<file path="src/rtl/neuron_pkg.sv">
// Shared types and defaults for the neuron datapath and its stream front end.
package neuron_pkg;

   localparam int NEURON_WIDTH = 16;
   localparam int NEURON_N     = 8;

   typedef logic signed [NEURON_WIDTH-1:0] elem_t;
   typedef elem_t vec_t [0:NEURON_N-1];

   // A vector is well formed only when s_last lands exactly on the final slot.
   function automatic logic len_mismatch(input logic last, input logic at_end);
      return last ^ at_end;
   endfunction

endpackage

</file>
<file path="src/rtl/vec_bank.sv">
// One N-element vector bank: single-element write, tail clear from an index, parallel read-out.
// Latency: writes and clears visible on rd the cycle after the strobe.
// Backpressure: none; the owner decides when to write or clear.
module vec_bank #(
   parameter int WIDTH = 16,
   parameter int N     = 8
) (
   input  logic                    clk,
   input  logic                    rst,
   input  logic                    we,
   input  logic [$clog2(N)-1:0]    idx,
   input  logic signed [WIDTH-1:0] data,
   input  logic                    clr,
   input  logic [$clog2(N)-1:0]    zero_from,
   output logic signed [WIDTH-1:0] rd [0:N-1]
);

   localparam int IW = $clog2(N);

   // The owner never points zero_from at or below idx in the same cycle, so write wins only nominally.
   always_ff @(posedge clk or posedge rst) begin
      if (rst) begin
         for (int i = 0; i < N; i++) rd[i] <= '0;
      end else begin
         for (int i = 0; i < N; i++) begin
            if (we && idx == IW'(i))
               rd[i] <= data;
            else if (clr && i >= int'(zero_from))
               rd[i] <= '0;
         end
      end
   end

endmodule

</file>
<file path="src/rtl/neuron_vec_loader.sv">
// Assembles a serial element stream into N-wide vectors using two ping-pong banks.
// Latency: vector valid the cycle after its last element is accepted.
// Backpressure: s_ready drops only when both banks hold undrained vectors.
module neuron_vec_loader
   import neuron_pkg::*;
#(
   parameter int WIDTH = NEURON_WIDTH,
   parameter int N     = NEURON_N
) (
   input  logic                    clk,
   input  logic                    rst,
   input  logic                    s_valid,
   output logic                    s_ready,
   input  logic signed [WIDTH-1:0] s_data,
   input  logic                    s_last,
   output logic                    m_valid,
   input  logic                    m_ready,
   output logic signed [WIDTH-1:0] m_vec [0:N-1],
   output logic                    len_err,
   output logic [$clog2(N)-1:0]    fill_idx
);

   localparam int IW = $clog2(N);

   logic          fill_bank;
   logic          out_bank;
   logic [1:0]    full;
   logic          acc;
   logic          at_end;
   logic          done;
   logic          short_vec;
   logic          drain;
   logic [IW-1:0] tail_from;

   logic signed [WIDTH-1:0] rd0 [0:N-1];
   logic signed [WIDTH-1:0] rd1 [0:N-1];

   assign s_ready   = !full[fill_bank];
   assign acc       = s_valid && s_ready;
   assign at_end    = (fill_idx == IW'(N-1));
   assign done      = acc && (at_end || s_last);
   assign short_vec = acc && s_last && !at_end;
   assign m_valid   = full[out_bank];
   assign drain     = m_valid && m_ready;
   assign tail_from = fill_idx + 1'b1;

   vec_bank #(.WIDTH(WIDTH), .N(N)) u_bank0 (
      .clk       (clk),
      .rst       (rst),
      .we        (acc && !fill_bank),
      .idx       (fill_idx),
      .data      (s_data),
      .clr       (short_vec && !fill_bank),
      .zero_from (tail_from),
      .rd        (rd0)
   );

   vec_bank #(.WIDTH(WIDTH), .N(N)) u_bank1 (
      .clk       (clk),
      .rst       (rst),
      .we        (acc && fill_bank),
      .idx       (fill_idx),
      .data      (s_data),
      .clr       (short_vec && fill_bank),
      .zero_from (tail_from),
      .rd        (rd1)
   );

   always_comb begin
      for (int i = 0; i < N; i++)
         m_vec[i] = out_bank ? rd1[i] : rd0[i];
   end

   // Completion and drain always target different banks: a full fill bank blocks accepts.
   always_ff @(posedge clk or posedge rst) begin
      if (rst) begin
         fill_bank <= 1'b0;
         out_bank  <= 1'b0;
         full      <= 2'b00;
         fill_idx  <= '0;
         len_err   <= 1'b0;
      end else begin
         len_err <= acc && len_mismatch(s_last, at_end);
         if (acc)
            fill_idx <= done ? '0 : fill_idx + 1'b1;
         if (done) begin
            full[fill_bank] <= 1'b1;
            fill_bank       <= !fill_bank;
         end
         if (drain) begin
            full[out_bank] <= 1'b0;
            out_bank       <= !out_bank;
         end
      end
   end

endmodule

</file>
<file path="config.mk">
export PLATFORM = sky130hd
export DESIGN_NAME = neuron_vec_loader
export DESIGN_NICKNAME = d
export VERILOG_FILES = /design/src/rtl/neuron_pkg.sv /design/src/rtl/vec_bank.sv /design/src/rtl/neuron_vec_loader.sv
export SDC_FILE = /design/constraint.sdc
export NUM_CORES = 1
export LEC_CHECK = 0
export BUFFER_PORTS_ARGS = -buffer_cell sky130_fd_sc_hd__buf_2
export CAP_MARGIN = 20
export CELL_PAD_IN_SITES_DETAIL_PLACEMENT = 1
export CELL_PAD_IN_SITES_GLOBAL_PLACEMENT = 1
export CORE_UTILIZATION = 34
export DETAILED_ROUTE_END_ITERATION = 8
export PLACE_DENSITY_LB_ADDON = 0.1
export SETUP_SLACK_MARGIN = 0.2
export SLEW_MARGIN = 30
export SYNTH_ARGS = -nofsm -noshare
export SYNTH_HDL_FRONTEND = slang
export SYNTH_SLANG_ARGS = --single-unit
export TNS_END_PERCENT = 50
</file>
<file path="constraint.sdc">
create_clock -name clk -period 9.05 [get_ports clk]
set_clock_uncertainty 0.2 [all_clocks]
set_input_delay 0.905 -clock clk [delete_from_list [all_inputs] [get_ports clk]]
set_output_delay 0.905 -clock clk [all_outputs]
set_load 0.02 [all_outputs]
</file>
# ---- After elaboration in Yosys (flattened, before gate mapping)
# Index checks and enable logic that the tools add are counted.
dict set report word_totals {
  regBits 264
  output_inout_bits 134
}
dict set report classes {
  addsub 1
  magnitude_cmp 11
  n_eq_ne 7
  n_mux 51
  bitwise 4
  reduce_logical 64
}
# cell count
set ops {}
lappend ops {{2-to-1 mux 16 bit} 40}
lappend ops {{logical AND 1 bit} 42}
lappend ops {{nonzero test 2 bit} 16}
lappend ops {{equality test 3 bit, second input constant} 4}
lappend ops {{greater-or-equal comparator 3 bit, first input constant} 3}
lappend ops {{equality test 3 x 2 -> 1 bit, second input constant} 2}
lappend ops {{greater-or-equal comparator 1 x 3 -> 1 bit, first input constant} 2}
lappend ops {{greater-or-equal comparator 2 x 3 -> 1 bit, first input constant} 2}
lappend ops {{2-to-1 mux 1 bit} 6}
lappend ops {{zero test 1 bit} 4}
lappend ops {{< comparator 1 x 2 -> 1 bit, second input constant} 2}
lappend ops {{2-to-1 mux 2 bit} 2}
lappend ops {{adder 3 x 1 -> 3 bit, second input constant} 1}
lappend ops {{equality test 3 x 1 -> 1 bit, second input constant} 1}
lappend ops {{zero test 3 bit} 1}
lappend ops {{2-to-1 mux 3 bit} 1}
lappend ops {{AND 2 bit} 1}
lappend ops {{demux 1 bit (select 1 bit)} 2}
lappend ops {{greater-or-equal comparator 1 bit, second input constant} 2}
lappend ops {{NOT 2 bit} 1}
lappend ops {{OR 2 bit} 1}
lappend ops {{logical OR 1 bit} 1}
lappend ops {{bitwise XOR 1 bit} 1}

# ---- Logic depth before layout (Yosys ltp)
# Gate-level depths: netlist of the first run.
dict set report depth {
  word_depth 10
  depth_mapped 8
}

# ---- Hierarchy
# Synthesis of the first run repeated with hierarchy kept, for this count alone.
dict set report hier_totals {
  cells_unflattened 1105
  hier_area_um2 12238.0
}
# mod n_inst cells_each area_each_um2
set by_module_without_submodules {}
lappend by_module_without_submodules {vec_bank 2 460 5089.9}
lappend by_module_without_submodules {neuron_vec_loader 1 185 2058.2}

# ---- Worst setup path after synthesis of the first run
# Ideal clock, no wire load.
dict set report synth_timing {
  path_kind {flip-flop to output port}
  startpoint {register out_bank}
  endpoint {output m_vec[16] (netlist name)}
  t_arrival_ns 1.566
  path_slack_ns 6.379
  stages_incl_launch_ff 5
  path_buffers 3
  path_cell_list {dfrtp_1 clkbuf_1 clkbuf_1 clkbuf_1 mux2_2}
}
# element line_no
set synth_lines {}
lappend synth_lines {{from (decl)} neuron_vec_loader.sv:26} ;# logic out_bank;
lappend synth_lines {{from (signal assigned)} neuron_vec_loader.sv:92} ;# out_bank <= !out_bank;
lappend synth_lines {{to (decl)} neuron_vec_loader.sv:18} ;# output logic signed [WIDTH-1:0] m_vec [0:N-1],

==> flow_summary_export.csv, run 1 <==
group,metric,value,unit
logic_synthesis,synth_xor_area_frac,0,
critical_path,path_class,"reg -> out",
logic_synthesis,synth_compound_area_frac,0.239,
place,place_area,13500,um2
power_and_ir_drop,ir_worst_vdd,0.206,mV
critical_path,path_buf_inv,2,
clocking,cts_tree,"built",
route,vias_per_cell,5.58,
logic_synthesis,ys_top_cells_by_area,"dfrtp_1 53%, mux2_2 12%, o2bb2ai_1 9.0%",
finish,final_cell_area,14500,um2
place,dp_hpwl,23.9,mm
place,dp.cells,1582,
clocking,clock_latency,560,ps
route,ant_nets,0,
sta,slew_headroom,0.451,
critical_path,crit_chain,"buf_4, mux2_2, buf_2",
logic_synthesis,synth_fp_nets,1084,
power_and_ir_drop,combPwrFrac,0.398,
die,fp.dieArea,37300,um2
power_and_ir_drop,seq_power_share,0.363,
route,vias,9153,
run_status,status,"finished with violations",
logic_synthesis,synth-simple-area-share,0.0507,
logic_synthesis,synth.top_cell.area_share,0.532,
route,wl,39.6,mm
run_status,violations,"DRC",
finish,diodes,0,
critical_path,path_max_fanout,49,
clocking,cts_resized,0,
sta,worstMarginPinSlew,820,ps
critical_path,cp-start-kind,"flip-flop",
clocking,clkTransAtPathRegs,60,ps
power_and_ir_drop,p_leak,6.75,nW
clocking,cts-root-buf,"clkbuf_16",
logic_synthesis,synth_top_family_by_area,"compound AO/OA/AOI/OAI gates",
min_path,hold_path.class,"in -> async",
finish,fin_nets,1184,
sta,timing.hold.ws,193,ps
place,port_buffers,154,
clocking,ctsHoldBuffers,0,
die,rows,69,
critical_path,crit_family,"flip-flops",
logic_synthesis,synth_area_leader_cell,"dfrtp_1",
finish,multi_input_comb_area,5220,um2
power_and_ir_drop,p_clk_frac,0.239,
finish,drive_gt1_frac,0.342,
route,drt-initial-drc-count,500,
power_and_ir_drop,sw_frac_of_total,0.394,
logic_synthesis,avgSynthCellArea,11.8,um2
critical_path,r2r-start,"fill_idx[0]",
die,initial_core_util,0.347,
clocking,htreeDepth,1,
logic_synthesis,synthAdderAreaFrac,0.00807,
critical_path,critPathRequiredTime,7950,ps
critical_path,reg2reg_depth,5,
clocking,postCtsSetupRepairBufs,0,
finish,final_cells,1639,
grt,grt_pass1_wl,61.3,mm
power_and_ir_drop,p_int,0.00307,W
clocking,ctsLongestPathBuffers,3,
logic_synthesis,syn_inst,1055,
flow_run,drv_cap,0,
critical_path,cpPeakStageDelay,880,ps
route,drc,16,
grt,antenna_found_initial,0,
critical_path,arrival,2800,ps
logic_synthesis,synth_ff_type,"dfrtp_1",
logic_synthesis,synth_area,12400,um2
logic_synthesis,ys_types,46,
clocking,numClockSinks,264,
logic_synthesis,ys_ff_latch,264,
sta,fin_crit,3910,ps
sta,finalSetupTns,0,ps
sta,maxSlewViolCount,0,
route,drt_pass1_iterations,6,
sta,hold_viol_final,0,
logic_synthesis,synthArstFlopShare,1.00,
finish,num-fill-cells,3887,
sta,finalCritPeriodShare,0.432,
logic_synthesis,yosysWarningCount,0,
grt,track_usage,0.215,
critical_path,end_kind,"output port",
sta,rsz0062_at_grt,"false",
clocking,cts_made_buffers,31,
die,fp.coreArea,35700,um2
grt,grt-ovfl-total,0,
grt,grt_max_degree,122,
critical_path,reg2reg_slack,6070,ps
die,ios,155,
logic_synthesis,muxShareOfSynthArea,0.119,
critical_path,cp_slowest_cell,"dfrtp_4",
logic_synthesis,synth-seq-area-share,0.532,
route,wl_per_cell,24.1,um
die,die_y,193,um
power_and_ir_drop,p_switching,0.00200,W
power_and_ir_drop,cellPowerDensity,350,nW/um2
finish,syn2layout_area_growth,16.5,%
logic_synthesis,synth_edf_count,0,
sta,setup_viol,0,
die,chipWidth,193,um
grt,grt_pass1_vias,9582,
place,place.gp.congestion,0.730,
critical_path,r2r_end,"u_bank0.rd[71]",
sta,fmax,0.256,GHz
finish,ff_latch_area,6610,um2
## synthesized netlist by cell type, types with 2 or more instances
cell type	instances
nor2_4	6
o2bb2ai_1	128
nand2b_1	6
clkbuf_1	74
a211oi_4	2
mux2i_1	3
nor2_1	8
o21ai_0	130
mux2_2	129
a31o_2	22
nor3_1	33
nor2b_1	2
nor3b_1	2
a211oi_2	4
a22o_1	64
or3_1	2
dfrtp_1	264
buf_6	6
a21oi_1	2
nand3b_1	2
nand2_1	40
ha_1	8
o22ai_1	32
buf_2	21
buf_4	10
a31o_1	10
inv_1	25
o21ai_1	2
## routing by layer
layer	track usage	share of wire
met1	0.316	0.48
met4	0.0439	0.018
met3	0.0233	0.030
met2	0.343	0.47
met5	0	0
## power by group through the flow
stage | Combinational [W] | Clock, W | Sequential, W
6_report | 0.00202 | 0.00121 | 0.00184
5_1_grt | 0.00219 | 0.00128 | 0.00190
3_3_place_gp | 0.00200 | 0 | 0.00185
3_5_place_dp | 0.00203 | 0 | 0.00185
4_1_cts | 0.00204 | 0.00125 | 0.00184
2_1_floorplan | 0.00150 | 0 | 0.00174
## layout make-up
| cell class | instances | share of cell area |
|---|---|---|
| Clock buffer | 50 | 0.0655 |
| Clock inverter | 6 | 0.00234 |
| Inverter | 25 | 0.00736 |
| Multi-Input combinational cell | 655 | 0.361 |
| Sequential cell | 264 | 0.457 |
| Tap cell | 461 | 0.0399 |
| Timing Repair Buffer | 178 | 0.0663 |
## flip-flops by register name, summed over array words and instances, names as in the netlist
signal and flops:
len_err 1, fill_bank 1, fill_idx 3, out_bank 1, u_bank0.rd 128, full 2, u_bank1.rd 128
## cells in the final DEF (no fill, tap or decap), types with 24 or more instances in the layout
cell       count
nor3_1        32
dfrtp_1      263
buf_2        154
o21ai_0      130
inv_1         24
o2bb2ai_1    128
nand2_1       40
o22ai_1       32
clkbuf_16     31
a22o_1        64
mux2_2       129
## worst max path at each step
stage,start,to,slack (ps),cells after the start
2_1_floorplan,rst,fill_bank,680,1
3_3_place_gp,s_valid,u_bank0.rd[93],5400,5
3_5_place_dp,s_valid,u_bank0.rd[83],5390,5
4_1_cts,out_bank,m_vec[63],5080,3
5_1_grt,out_bank,m_vec[127],5010,3
6_report,out_bank,m_vec[59],5140,3
## through the flow
stage                      util  power (W)  worst slack (ps)
after floorplan               -    0.00323               676
after global routing      0.404    0.00537              5010
after detailed placement  0.377    0.00389              5390
after CTS                 0.404    0.00513              5080
final                     0.404    0.00507              5140
after global placement    0.376    0.00385              5400
## cells by family (layout without fill, tap and decap cells)
family	count (synthesis)	count (layout)
AOI/OAI and AO/OA	402	402
DFF	264	264
buffers and inverters	136	259
muxes	132	132
and+or+nand+nor	113	113
adders and majority gates	8	8
Note: power is estimated with default switching activity, not from simulation.
==> inputs of run 2 (changes only) <==
--- a/config.mk
+++ b/config.mk
@@ -5,6 +5,7 @@
 export SDC_FILE = /design/constraint.sdc
 export NUM_CORES = 1
 export LEC_CHECK = 0
+export ABC_AREA = 1
 export BUFFER_PORTS_ARGS = -buffer_cell sky130_fd_sc_hd__buf_2
 export CAP_MARGIN = 20
 export CELL_PAD_IN_SITES_DETAIL_PLACEMENT = 1
==> constraint.sdc (replaced) <==
create_clock -name clk -period 3.84 [get_ports clk]
set_clock_uncertainty 0.2 [all_clocks]
set_input_delay 0.384 -clock clk [delete_from_list [all_inputs] [get_ports clk]]
set_output_delay 0.384 -clock clk [all_outputs]
set_load 0.02 [all_outputs]
==> flow_summary_export.csv, run 2 <==
group,metric,value,unit
flow_run,drv_cap,0,
finish,final_cell_area,14700,um2
clocking,cts_made_buffers,31,
logic_synthesis,synth_commonest_cells,"910 x nand2_1, 264 x dfrtp_1, 262 x nand3_1, 58 x clkbuf_1",
clocking,numClockSinks,264,
grt,track_usage,0.234,
die,chipWidth,194,um
clocking,ctsLongestPathBuffers,3,
logic_synthesis,synth.top_cell.area_share,0.528,
finish,reg_top3,"u_bank0.rd x128, u_bank1.rd x128, fill_idx x3",
route,vias,11200,
place,place_area,13600,um2
critical_path,end_kind,"output port",
sta,worst_slack,901,ps
finish,diodes,0,
critical_path,path_max_fanout,47,
grt,grt-ovfl-total,0,
place,place.gp.congestion,0.765,
sta,worstMarginPinSlew,786,ps
place,pre_cts_slack,1120,ps
logic_synthesis,avgSynthCellArea,7.59,um2
die,die_y,194,um
die,ios,155,
logic_synthesis,synth_edf_count,0,
power_and_ir_drop,ir_worst_vdd,0.525,mV
finish,final_cell_mix,"910 x nand2_1, 263 x dfrtp_1, 262 x nand3_1, 154 x buf_2, 31 x clkbuf_16",
logic_synthesis,ys_ff_latch,264,
route,drt-initial-drc-count,717,
sta,fmax,0.340,GHz
route,wl_per_cell,19.5,um
clocking,cts_tree,"built",
run_status,status,"finished, final reports clean",
logic_synthesis,syn_inst,1649,
critical_path,cpPeakStageDelay,500,ps
grt,antenna_found_initial,0,
critical_path,path_buf_inv,3,
logic_synthesis,ys_top_cells_by_area,"dfrtp_1 53%, nand2_1 27%, nand3_1 10%",
sta,fin_crit,2940,ps
logic_synthesis,synth_fp_nets,1678,
critical_path,cp-start-kind,"flip-flop",
grt,grt_pass1_vias,11400,
min_path,hold_path.class,"in -> reg",
die,initial_core_util,0.348,
critical_path,crit_chain,"inv_4, buf_4, nand2_1, nand2_1, buf_2",
logic_synthesis,ys_types,24,
grt,grt_max_degree,130,
sta,maxSlewViolCount,0,
power_and_ir_drop,p_leak,8.46,nW
sta,finalCritPeriodShare,0.765,
critical_path,crit_family,"buffers and inverters",
route,ant_nets,0,
critical_path,crit_top_cell,"nand2_1",
sta,rsz0062_at_grt,"false",
logic_synthesis,synthArstFlopShare,1.00,
grt,grt_pass1_wl,68.7,mm
critical_path,path_class,"reg -> out",
route,vias_per_cell,5.00,
finish,fin_nets,1779,
route,drt_pass1_iterations,4,
logic_synthesis,yosysWarningCount,0,
finish,drive_gt1_frac,0.151,
logic_synthesis,synth-seq-area-share,0.528,
die,fp.dieArea,37600,um2
die,rows,69,
critical_path,arrival,2360,ps
logic_synthesis,synth_area_leader_cell,"dfrtp_1",
die,fp.coreArea,35900,um2
critical_path,cp_slowest_cell,"dfrtp_4",
clocking,htreeDepth,1,
sta,slew_headroom,0.476,
critical_path,critPathRequiredTime,3260,ps
clocking,clkTransAtPathRegs,60,ps
sta,hold_viol_final,0,
route,drc,0,
route,wl,43.6,mm
clocking,cts-root-buf,"clkbuf_16",
place,port_buffers,154,
power_and_ir_drop,cellPowerDensity,834,nW/um2
sta,setup_viol,0,
finish,syn2layout_area_growth,17.1,%
place,dp_hpwl,26.5,mm
logic_synthesis,synth_most_common_cell,"nand2_1",
logic_synthesis,synth_area,12500,um2
clocking,clock_latency,570,ps
logic_synthesis,synth_ff_type,"dfrtp_1",
finish,final_common_cell,"nand2_1",
## run 2: cell types whose count changed after synthesis, sizes merged, moves of 16 or more
cell | previous run | this run
buf | 37 | 54
o2bb2ai | 128 | 0
nor3 | 34 | 0
nand3 | 1 | 271
o21ai | 132 | 2
mux2 | 129 | 0
a31o | 32 | 0
clkbuf | 74 | 58
a22o | 64 | 0
nand2 | 40 | 919
o22ai | 32 | 1
## run 2: cells by family (layout without fill, tap and decap cells)
kind of cell | Yosys count | in the layout | synth area share
AO/OA/AOI/OAI | 12 | 12 | 0.00530
adder cells (fa/ha/maj) | 8 | 8 | 0.00800
XOR/XNOR | 1 | 1 | 0.000700
flip-flops | 264 | 264 | 0.528
AND/OR/NAND/NOR | 1216 | 1216 | 0.408
buffers and inverters | 148 | 272 | 0.0498
## run 2: path summary, 6_finish.rpt
path                                      from        endpoint  slack [ps]  cells after the start
min in group asynchronous                  rst  u_bank0.rd[63]         240                      3
max in group asynchronous                  rst        out_bank        2370                      4
worst min-delay path                s_data[15]  u_bank0.rd[15]          80                      3
worst max-delay path                  out_bank       m_vec[33]         900                      5
worst max register to register     fill_idx[0]  u_bank0.rd[14]        1160                      8
worst min register to register  u_bank0.rd[78]  u_bank0.rd[78]         300                      2
## run 2: tightest hold or removal path: cells and delay by family
family | cells | cell delay [ps]
simple gates | 2 | 170
buf+inv | 1 | 250
## run 2: power breakdown
part | switching, W | internal (W)
clock | 0.00120 | 0.00171
sequential | 0.000582 | 0.00379
combinational | 0.00348 | 0.00145
## run 2: final cells by class
type,count,area [um2]
Fill cell,4427,21300
Sequential cell,264,6610
Multi-Input combinational cell,1237,5290
Timing Repair Buffer,180,1040
Clock buffer,52,975
Tap cell,461,577
Inverter,36,141
Clock inverter,4,26.3
## run 2: per-stage QoR
step	std cells	total power, W	hold slack (ps)	util	setup TNS [ps]
2_1_floorplan	1649	0.00766	269	-	-60070
3_3_place_gp	2175	0.00930	280	0.379	0
3_5_place_dp	2175	0.00943	287	0.379	0
4_1_cts	2234	0.0124	75.1	0.408	0
5_1_grt	2234	0.0131	81.9	0.408	0
6_report	2234	0.0122	78.2	0.408	0
## run 2: per-layer routing
layer	wire length [um]	share of wire	up-vias	global-route usage
li1	-	-	5337	-
met1	21300	0.49	5590	0.335
met2	19900	0.46	188	0.375
met3	1520	0.035	56	0.0301
met4	916	0.021	0	0.0526
met5	0	0	-	0
## run 2: repair_timing
item,4_1_cts,5_1_grt
gates resized for setup,0,0
buffers inserted,0,0
hold buffers,3,0
hold endpoints to repair,20,0
==> inputs of run 3 (changes only) <==
==> constraint.sdc (replaced) <==
create_clock -name clk -period 3.1 [get_ports clk]
set_clock_uncertainty 0.2 [all_clocks]
set_input_delay 0.31 -clock clk [delete_from_list [all_inputs] [get_ports clk]]
set_output_delay 0.31 -clock clk [all_outputs]
set_load 0.02 [all_outputs]
==> flow_summary_export.csv, run 3 (synthesized netlist as in run 2, its figures left out) <==
group,metric,value,unit
run_status,status,"finished, final reports clean",
grt,grt-ovfl-total,0,
route,drc,0,
finish,ff_latch_area,6610,um2
clocking,numClockSinks,264,
power_and_ir_drop,seq_power_share,0.351,
clocking,cts_made_buffers,34,
die,fp.coreArea,35900,um2
sta,rsz0062_at_grt,"false",
die,initial_core_util,0.348,
sta,fmax,0.380,GHz
route,vias_per_cell,4.98,
finish,num-fill-cells,4383,
finish,multi_input_comb_area,5310,um2
clocking,htreeDepth,2,
min_path,min-delay-start,"s_valid",
die,fp.dieArea,37600,um2
sta,timing.hold.ws,49.1,ps
sta,finalCritPeriodShare,0.849,
flow_run,drv_cap,0,
grt,met1_usage,0.337,
critical_path,critPathRequiredTime,3290,ps
critical_path,end_kind,"flip-flop",
grt,met2_usage,0.376,
grt,track_usage,0.235,
finish,final_util,0.409,
power_and_ir_drop,p_int,0.00882,W
die,ios,155,
power_and_ir_drop,p_switching,0.00660,W
grt,grt_pass1_wl,68.8,mm
die,chipWidth,194,um
power_and_ir_drop,cellPowerDensity,1050,nW/um2
finish,syn2layout_area_growth,17.3,%
min_path,hold_path.class,"in -> reg",
finish,final_cell_mix,"910 x nand2_1, 263 x dfrtp_1, 258 x nand3_1, 154 x buf_2, 35 x clkbuf_16",
sta,hold_viol_final,0,
critical_path,path_class,"reg -> reg",
power_and_ir_drop,combPwrFrac,0.401,
critical_path,arrival,2820,ps
clocking,cts_tree,"built",
finish,diodes,0,
critical_path,reg2reg_depth,7,
route,wl_per_cell,19.5,um
route,drt-initial-drc-count,633,
grt,use_met3,0.0306,
sta,worstMarginPinSlew,845,ps
place,dp_hpwl,26.0,mm
sta,slew_headroom,0.437,
finish,final_common_cell,"nand2_1",
route,vias,11100,
power_and_ir_drop,sw_frac_of_total,0.428,
clocking,clock_latency,510,ps
die,rows,69,
sta,setup_viol,0,
route,drt_pass1_iterations,5,
die,die_y,194,um
place,place.gp.congestion,0.759,
clocking,clkTransAtPathRegs,60,ps
sta,maxSlewViolCount,0,
route,ant_nets,0,
sta,fin_crit,2630,ps
place,port_buffers,154,
critical_path,r2r-start,"fill_idx[2]",
power_and_ir_drop,ir_worst_vdd,0.611,mV
critical_path,crit_start,"fill_idx[2]",
finish,drive_gt1_frac,0.149,
grt,grt_max_degree,144,
grt,busiest_layer,"met2",
clocking,ctsLongestPathBuffers,3,
finish,fin_nets,1774,
critical_path,path_max_fanout,17,
finish,reg_top3,"u_bank0.rd x128, u_bank1.rd x128, fill_idx x3",
route,wl,43.5,mm
power_and_ir_drop,p_clk_frac,0.248,
power_and_ir_drop,p_leak,8.46,nW
min_path,holdPathStages,3,
grt,grt_pass1_vias,11500,
critical_path,cp-start-kind,"flip-flop",
clocking,cts-root-buf,"clkbuf_16",
grt,antenna_found_initial,0,
run 3: final cells by class:
| type | instances | area share |
|---|---|---|
| clock inverter | 5 | 0.00392 |
| multi-input combinational | 1237 | 0.362 |
| sequential | 264 | 0.450 |
| inverter | 36 | 0.00963 |
| clock buffer | 52 | 0.0688 |
| tap | 461 | 0.0393 |
| timing repair buffer | 172 | 0.0663 |
run 3: path summary, 6_finish.rpt:
path | to | slack (ps)
setup / recovery | u_bank0.rd[74] | 470
hold / removal | fill_idx[1] | 50
setup reg to reg | u_bank0.rd[74] | 470
hold reg to reg | u_bank1.rd[42] | 300
max in group asynchronous | u_bank0.rd[103] | 1650
min in group asynchronous | u_bank1.rd[33] | 330
run 3: critical path, stage by stage, from the launching register on:
cell	delay, ps
dfrtp_1	510
inv_1	130
ha_1	180
inv_1	90
nor2_2	620
inv_1	490
nand3_1	220
nand2_1	70
run 3: per-layer routing:
metal  routed length (um)  part of all wire
met5                    0                 0
met4                  704             0.016
met3                 1480             0.034
met2                19800              0.45
met1                21500              0.50
run 3: power groups by stage:
stage	sequential, W	clock, W	combinational (W)
3_3_place_gp	0.00541	0	0.00614
3_5_place_dp	0.00546	0	0.00627
4_1_cts	0.00540	0.00393	0.00630
6_report	0.00541	0.00383	0.00619
2_1_floorplan	0.00529	0	0.00420
5_1_grt	0.00557	0.00404	0.00688
run 3: stage by stage:
stage | instances | worst slack (ps) | instance area [um2] | total power [W] | setup TNS (ps)
after detailed placement | 2168 | 338 | 13600 | 0.0117 | 0
after CTS | 2227 | 310 | 14700 | 0.0156 | 0
final | 2227 | 469 | 14700 | 0.0154 | 0
after global routing | 2227 | 235 | 14700 | 0.0165 | 0
after global placement | 2168 | 436 | 13600 | 0.0115 | 0
after floorplan | 1649 | -894 | 12500 | 0.00949 | -235890
run 3: timing repair:
action | in CTS | in global routing
setup buffers | 0 | 0
hold endpoints to repair | 267 | 0
resized for setup | 0 | 4
endpoints found under the setup margin | 0 | 60
hold buffers | 2 | 0
